## src/rtl/counter_bank.sv

```systemverilog
// counter_bank
//   Bank of CHANNELS independent WIDTH-bit programmable counters. Each channel
//   can be a toggle divider, a periodic pulse generator, a one-shot timeout, or
//   stopped. The bank is the shared timing source for strobes, divided clocks
//   and timeouts, and it is programmed one channel at a time through a
//   single-cycle config write port.
//
// Ports
//   clk        system clock, all logic on posedge
//   rst_n      asynchronous active-low reset
//   cfg_we     config write strobe (one cycle)
//   cfg_ch     channel targeted by the write; values >= CHANNELS are ignored
//   cfg_value  terminal count V loaded by the write
//   cfg_mode   00 toggle, 01 pulse, 10 one-shot, 11 stop
//   en         per-channel count enable
//   out        per-channel registered output
//   tick       per-channel one-cycle pulse after each terminal event
//
// Optional feature, enabled by defining COUNTER_BANK_IRQ_EN:
//   irq_clr    per-channel pending-interrupt clear
//   irq_pend   per-channel pending flag, set by tick, cleared by irq_clr
//   irq        registered OR of all pending flags

module counter_bank #(
  parameter int WIDTH    = 16,
  parameter int CHANNELS = 4
) (
  input  logic                        clk,
  input  logic                        rst_n,
  input  logic                        cfg_we,
  input  logic [$clog2(CHANNELS)-1:0] cfg_ch,
  input  logic [WIDTH-1:0]            cfg_value,
  input  logic [1:0]                  cfg_mode,
  input  logic [CHANNELS-1:0]         en,
  output logic [CHANNELS-1:0]         out,
  output logic [CHANNELS-1:0]         tick
`ifdef COUNTER_BANK_IRQ_EN
  ,
  input  logic [CHANNELS-1:0]         irq_clr,
  output logic [CHANNELS-1:0]         irq_pend,
  output logic                        irq
`endif
);

  localparam int CH_W = $clog2(CHANNELS);

  typedef enum logic [1:0] {
    MODE_TOGGLE  = 2'b00,
    MODE_PULSE   = 2'b01,
    MODE_ONESHOT = 2'b10,
    MODE_STOP    = 2'b11
  } mode_e;

  logic [WIDTH-1:0]    count_q [CHANNELS];
  logic [WIDTH-1:0]    value_q [CHANNELS];
  mode_e               mode_q  [CHANNELS];

  logic [CHANNELS-1:0] wr_hit;
  logic [CHANNELS-1:0] fired;
  logic [CHANNELS-1:0] terminal;

  // A write decodes to at most one channel. Matching against each channel
  // index means an out-of-range cfg_ch simply hits nothing. A one-shot that
  // has already fired sits at count==value with out=1; it is excluded from
  // the terminal condition so that it ticks only once.
  always_comb begin
    wr_hit   = '0;
    fired    = '0;
    terminal = '0;
    for (int i = 0; i < CHANNELS; i++) begin
      wr_hit[i]   = cfg_we && (cfg_ch == CH_W'(i));
      fired[i]    = (mode_q[i] == MODE_ONESHOT) && out[i];
      terminal[i] = (count_q[i] == value_q[i]) && (mode_q[i] != MODE_STOP) && !fired[i];
    end
  end

  // Per-channel counter. Priority: config write, stop mode, enable gate,
  // fired one-shot hold, terminal event, plain increment. A write always
  // clears count, so lowering V below the live count never causes a wrap.
  // With en low both count and out hold, including a pulse output.
  always_ff @(posedge clk or negedge rst_n) begin
    if (!rst_n) begin
      for (int i = 0; i < CHANNELS; i++) begin
        count_q[i] <= '0;
        value_q[i] <= '1;
        mode_q[i]  <= MODE_TOGGLE;
      end
      out  <= '0;
      tick <= '0;
    end else begin
      for (int i = 0; i < CHANNELS; i++) begin
        if (wr_hit[i]) begin
          value_q[i] <= cfg_value;
          mode_q[i]  <= mode_e'(cfg_mode);
          count_q[i] <= '0;
          out[i]     <= 1'b0;
          tick[i]    <= 1'b0;
        end else if (mode_q[i] == MODE_STOP) begin
          count_q[i] <= '0;
          out[i]     <= 1'b0;
          tick[i]    <= 1'b0;
        end else if (!en[i]) begin
          tick[i] <= 1'b0;
        end else if (fired[i]) begin
          tick[i] <= 1'b0;
        end else if (terminal[i]) begin
          tick[i] <= 1'b1;
          case (mode_q[i])
            MODE_TOGGLE: begin
              count_q[i] <= '0;
              out[i]     <= ~out[i];
            end
            MODE_PULSE: begin
              count_q[i] <= '0;
              out[i]     <= 1'b1;
            end
            MODE_ONESHOT: begin
              out[i] <= 1'b1;
            end
            default: begin
              count_q[i] <= '0;
              out[i]     <= 1'b0;
            end
          endcase
        end else begin
          count_q[i] <= count_q[i] + WIDTH'(1);
          tick[i]    <= 1'b0;
          if (mode_q[i] == MODE_PULSE) begin
            out[i] <= 1'b0;
          end
        end
      end
    end
  end

`ifdef COUNTER_BANK_IRQ_EN
  // Pending flags follow the registered tick, so they rise one cycle after
  // it. A tick arriving together with a clear keeps the flag set.
  always_ff @(posedge clk or negedge rst_n) begin
    if (!rst_n) begin
      irq_pend <= '0;
      irq      <= 1'b0;
    end else begin
      irq_pend <= tick | (irq_pend & ~irq_clr);
      irq      <= |irq_pend;
    end
  end
`endif

endmodule

```

## config.mk

```make
export PLATFORM = sky130hd
export DESIGN_NAME = counter_bank
export DESIGN_NICKNAME = d
export VERILOG_FILES = /design/src/rtl/counter_bank.sv
export SDC_FILE = /design/constraint.sdc
export NUM_CORES = 1
export LEC_CHECK = 0
export CORE_ASPECT_RATIO = 2
export CORE_MARGIN = 2
export CORE_UTILIZATION = 63
export CTS_BUF_LIST = sky130_fd_sc_hd__clkbuf_2 sky130_fd_sc_hd__clkbuf_4 sky130_fd_sc_hd__clkbuf_8
export CTS_CLUSTER_SIZE = 12
export DETAILED_ROUTE_END_ITERATION = 10
export GPL_TIMING_DRIVEN = 0
export PLACE_DENSITY = 0.82
export SLEW_MARGIN = 10
export SYNTH_ARGS = -nofsm -noshare
export SYNTH_HDL_FRONTEND = slang
export SYNTH_SLANG_ARGS = --single-unit
```

## constraint.sdc

```tcl
create_clock -name clk -period 2.7 [get_ports clk]
set_input_delay 0.54 -clock clk [delete_from_list [all_inputs] [get_ports clk]]
set_output_delay 0.54 -clock clk [all_outputs]
set_load 0.01 [all_outputs]
```

# Yosys cells after proc, flatten, opt, wreduce, memory -nomap -nowiden
# Index checks and enable logic that the tools add are counted.
# W data, S select, Z words.
# word_totals
input_bits	27
word_cells	173
out_inout_bits	8
reg_bits	144
# classes
n_bitwise	4
reduce_logical	45
eq_ne	31
addsub	4
muxes	72
# ops
operator	count
$mux W16	24
$add A16 B1 Y16 const B	4
$eq A16 B16 Y1	4
$mux W1	44
$reduce_and A3 Y1	8
$eq A2 B2 Y1 const B	10
$logic_and A1 B1 Y1	16
$ne A4 B3 Y1 const B	4
$reduce_bool A4 Y1	4
$ne A3 B2 Y1 const B	4
$reduce_bool A3 Y1	4
$eq A2 B1 Y1 const B	5
$logic_not A2 Y1	5
$ne A2 B2 Y1 const B	4
$pmux W1 S2	4
$reduce_or A2 Y1	4
$logic_not A1 Y1	4
$not A1 Y1	4

# Logic depth before layout (Yosys ltp)
# logic_depth
depth_word	9
ltp_mapped	11
depth_no_buf	8

# Worst setup path before layout
# Ideal clock, no wire load.
# synth_path
path_kind	input-to-reg
start	in cfg_ch[1]
end	reg count_q[41] (netlist bit)
n_path_buf	3
slack_ps	729
cell_stages	7
t_arrival_ps	1853
setup_ps	118
required_ps	2582
path_cell_list	buf_2 -> or2_0 -> buf_2 -> a41oi_2 -> clkbuf_1 -> o21ai_0 -> a21o_1
# synth_via
elab_chain_len	4
word_cells_on_any_way	7
cone_classes	eq/ne: 3; mux: 1; reduce/logical: 3
# synth_lines
element	line_no	text
from (decl)	31	input logic [$clog2(CHANNELS)-1:0] cfg_ch,
$eq A2 B1 Y1 *	71	wr_hit[i] = cfg_we && (cfg_ch == CH_W'(i));
$logic_and A1 B1 Y1 *	71	
$ne A4 B3 Y1 (no source line) (tied with other cells)	-	
$reduce_and A3 Y1 (no source line)	-	
to (signal, indexed assignment)	126	count_q[i] <= count_q[i] + WIDTH'(1);
to (decl)	54	logic [WIDTH-1:0] count_q [CHANNELS];
# Mark *: on every way between the ends. The rest lies on a longest branch, timed or not.
# A chain may end at the register's enable or synchronous reset.

# Worst setup path in the final report
# layout_path
start	in cfg_we
end	reg count_q[41] (netlist bit)
# layout_via
elab_chain_len	3
word_cells_on_any_way	6
cone_classes	eq/ne: 2; mux: 1; reduce/logical: 3
# layout_lines
element	line_no	text
from (decl)	30	input logic cfg_we,
$logic_and A1 B1 Y1 *	71	
$ne A4 B3 Y1 (no source line) (tied with other cells)	-	
$reduce_and A3 Y1 (no source line)	-	
# Marks and branches as above.

==> results.py <==
metrics = {
    "logic_synthesis": {
        "yosys_warnings": 0,
        "synth_area_leaders": "dfrtp_1 (25%), dfstp_2 (21%), nand2_1 (10%)",
        "syn_avg_cell_area_um2": 9.38,
        "top_flip_flop_cell_by_instance_count_after_synthesis": "dfrtp_1",
        "syn_area_mm2": 0.00796,
        "postSynthNetCount": 896,
        "edff_count_synth": 0,
        "unique_cell_type_count_in_the_yosys_netlist": 73,
        "ys_seq_area_frac": 0.463,
        "async_flop_share": 1.00,
        "ys_ff_latch": 144,
        "synth_cells": 849,
        "synthMostInstantiatedCell": "nand2_1",
        "share_of_the_synthesized_area_in_the_top_cell_type": 0.251,
        "synth.top_cells.by_count": "nand2_1 (212), dfrtp_1 (80), dfstp_2 (64)",
        "synth_largest_area_cell": "dfrtp_1",
    },
    "critical_path": {
        "cp_data_arrival_time_ns": 2.96,
        "critical_path.top_delay_family": "buffers and inverters",
        "crit_path_end_kind": "flop",
        "path_max_fanout": 10,
        "cp_cell_sequence": "clkdlybuf4s50_1 > nand2_1 > or2_0 > buf_2 > a41oi_2 > clkbuf_1 > o21ai_0 > a21o_1",
        "cpMaxStageDelayCell": "clkdlybuf4s50_1",
        "max_stage_delay_ns": 0.66,
        "reg2reg_slack_ns": 0.23,
        "worstSetupPathType": "input port to flop",
        "critical_path.startpoint_type": "input port",
        "worst_ep_required_time_ns": 3.04,
        "worstPathBufferInverterCount": 3,
    },
    "finish": {
        "design.final.nets": 950,
        "postLayoutCoreUtil": 0.719,
        "layout-area-overhead-vs-synth_pct": 12.6,
        "seqCellArea_mm2": 0.00368,
        "antenna_cells_inserted": 0,
        "layout_fillers": 911,
        "layout_cells_sized_above_1": 0.178,
        "multi_input_gate_area_mm2": 0.00397,
    },
    "power_and_ir_drop": {
        "report.power.total_uw": 7190,
        "comb_power_share": 0.268,
        "p_per_area_mw_per_mm2": 801,
        "p_int_uw": 4750,
        "switching_share_of_power": 0.338,
        "power_leakage_uw": 0.00381,
        "net-switching-power_uw": 2430,
        "seq_power_share": 0.459,
        "ir_worst_vdd_mv": 0.587,
        "power_frac_clock": 0.273,
    },
    "global_routing": {
        "antenna_violations_before_repair": 0,
        "globalRoute.totalOverflow": 0,
        "grt_usage": 0.315,
        "grt_start_max_net_pins": 79,
        "number_of_global_route_vias_before_repair": 6944,
        "wire_length_of_the_first_global_routing_pass_mm": 33.8,
    },
    "sta": {
        "final-setup-viol-count": 0,
        "relSlewSlack": 0.309,
        "fin_worst_hold_slack_ns": 0.110,
        "number_of_failing_hold_endpoints_at_the_final_stage": 0,
        "setup_skew_after_layout_ns": 0.0154,
        "finalWorstPathRequiredPeriod_ns": 2.62,
        "slew_violations": 0,
        "rsz_0062_raised_after_global_routing": "no",
        "max_slew.worst_pin.slew_ns": 1.03,
        "layout_worst_path_cycle_share": 0.969,
        "fmax_mhz": 382,
    },
    "clock_network": {
        "clock_tree.htree_level_count": 4,
        "clkSlewWorstSetupHoldPaths_ns": 0.09,
        "post_cts_hold_buffer_count": 0,
        "cts-buffers-inserted": 17,
        "tritoncts": "yes",
        "tritoncts_num_sinks": 144,
        "clock_path_buffers": 2,
        "clock_insertion_delay_worst_skew_ns": 0.45,
        "clock_tree_root_driver_cell": "clkbuf_8",
    },
    "routing": {
        "detail-route-antenna-nets": 0,
        "first_drt_iteration_drcs": 546,
        "drt-total-wl_mm": 20.5,
        "firstDrtPassIters": 5,
        "vias": 6707,
        "drc": 0,
        "wl_cell_um": 19.2,
        "avgViaCountPerCell": 6.29,
    },
    "run": {
        "drv.max_cap_violation_count": 0,
    },
    "placed_design": {
        "post-dp-hpwl_mm": 14.7,
        "port_buffers": 33,
        "gp_congestion": 0.906,
    },
    "die": {
        "die_area_mm2": 0.0136,
        "placementRows": 58,
        "io_pins": 35,
        "starting_utilization_of_the_core_area": 0.638,
        "die-height_um": 163,
        "fp.dieW_um": 83.5,
        "floorplan.core_area_mm2": 0.0125,
    },
    "min_path": {
        "hold_path_class": "input port to asynchronous set/reset pin",
    },
    "status": {
        "outcome": "finished clean",
    },
}
## path summary, 6_finish.rpt
check                                     endpoint  cells past startpoint                    start
setup reg to reg            count_q[5]$_DFFE_PN0P_                     11    mode_q[0]$_DFFE_PN0P_
max in group asynchronous  value_q[34]$_DFFE_PN1P_                      2                    rst_n
min in group clk           value_q[44]$_DFFE_PN1P_                      2  value_q[44]$_DFFE_PN1P_
hold / removal             count_q[25]$_DFFE_PN0P_                      1                    rst_n
setup / recovery           count_q[41]$_DFFE_PN0P_                      8                   cfg_we
hold reg to reg            value_q[44]$_DFFE_PN1P_                      2  value_q[44]$_DFFE_PN1P_
## layout by cell type, fill, tap and decap left out, drive strengths merged, types with 6 or more instances in the layout
cell,instances
a22oi,11
o21ai,23
clkdlybuf4s50,32
nor3,16
xnor2,58
nand3,57
xor2,6
nor2,23
nor2b,8
inv,33
and2,16
a22o,10
dfstp,64
o32ai,7
buf,24
dfrtp,80
nand4,16
ha,20
nor4,7
mux2,19
clkbuf,38
and3,19
o311ai,11
a21oi,18
nand2,214
o31ai,9
## kinds of logic (layout without fill, tap and decap cells)
logic type / Yosys count / after routing / share of synthesized area
and+or+nand+nor: 397 / 397 / 0.235
DFF: 144 / 144 / 0.463
buffers and inverters: 72 / 139 / 0.0394
adders and majority gates: 20 / 20 / 0.0314
muxes: 23 / 23 / 0.0319
xor gates and xnor gates: 64 / 64 / 0.0704
AOI/OAI and AO/OA: 129 / 129 / 0.129
## per-layer routing
layer,global-route usage,share of wire
met1,0.329,0.34
met5,0,0
met2,0.570,0.55
met4,0.205,0.061
met3,0.0583,0.052
## power by group through the flow
stage | Sequential (µW) | Combinational, µW | Clock [µW]
finish | 3300 | 1930 | 1960
global route | 3360 | 2170 | 2060
CTS | 3280 | 1930 | 1970
detailed placement | 3310 | 1900 | 0
global placement | 3280 | 1800 | 0
floorplan | 3130 | 1470 | 0
## final cells by class
class                           instances  share of cell area
Clock buffer                           20              0.0286
Timing Repair Buffer                   35              0.0409
Multi-Input combinational cell        633               0.442
Inverter                               33              0.0138
Clock inverter                         12              0.0215
Sequential cell                       144               0.411
Tap cell                              150              0.0209
Buffer                                 39              0.0212
## state kept, by name, indices dropped and copies added, names as in the netlist
signal / flops
value_q: 64
tick: 4
count_q: 64
mode_q: 8
out: 4
## metrics by stage
| stage | setup slack [ns] | instances | TNS [ns] | instance area [µm²] |
|---|---|---|---|---|
| 2_1_floorplan | 0.729 | 849 | 0 | 7960 |
| 3_3_place_gp | -4.45 | 1032 | -531.18 | 8480 |
| 3_5_place_dp | -0.344 | 1033 | -5.52 | 8510 |
| 4_1_cts | 0.0770 | 1065 | 0 | 8960 |
| 5_1_grt | 0.0321 | 1066 | 0 | 8970 |
| 6_report | 0.0830 | 1066 | 0 | 8970 |
## repair_timing
action | CTS | global route
setup buffers | 0 | 1
resized for setup | 0 | 1
hold endpoints to repair | 0 | 0
setup endpoints to repair | 0 | 5
Note: power is estimated with default switching activity, not from simulation.
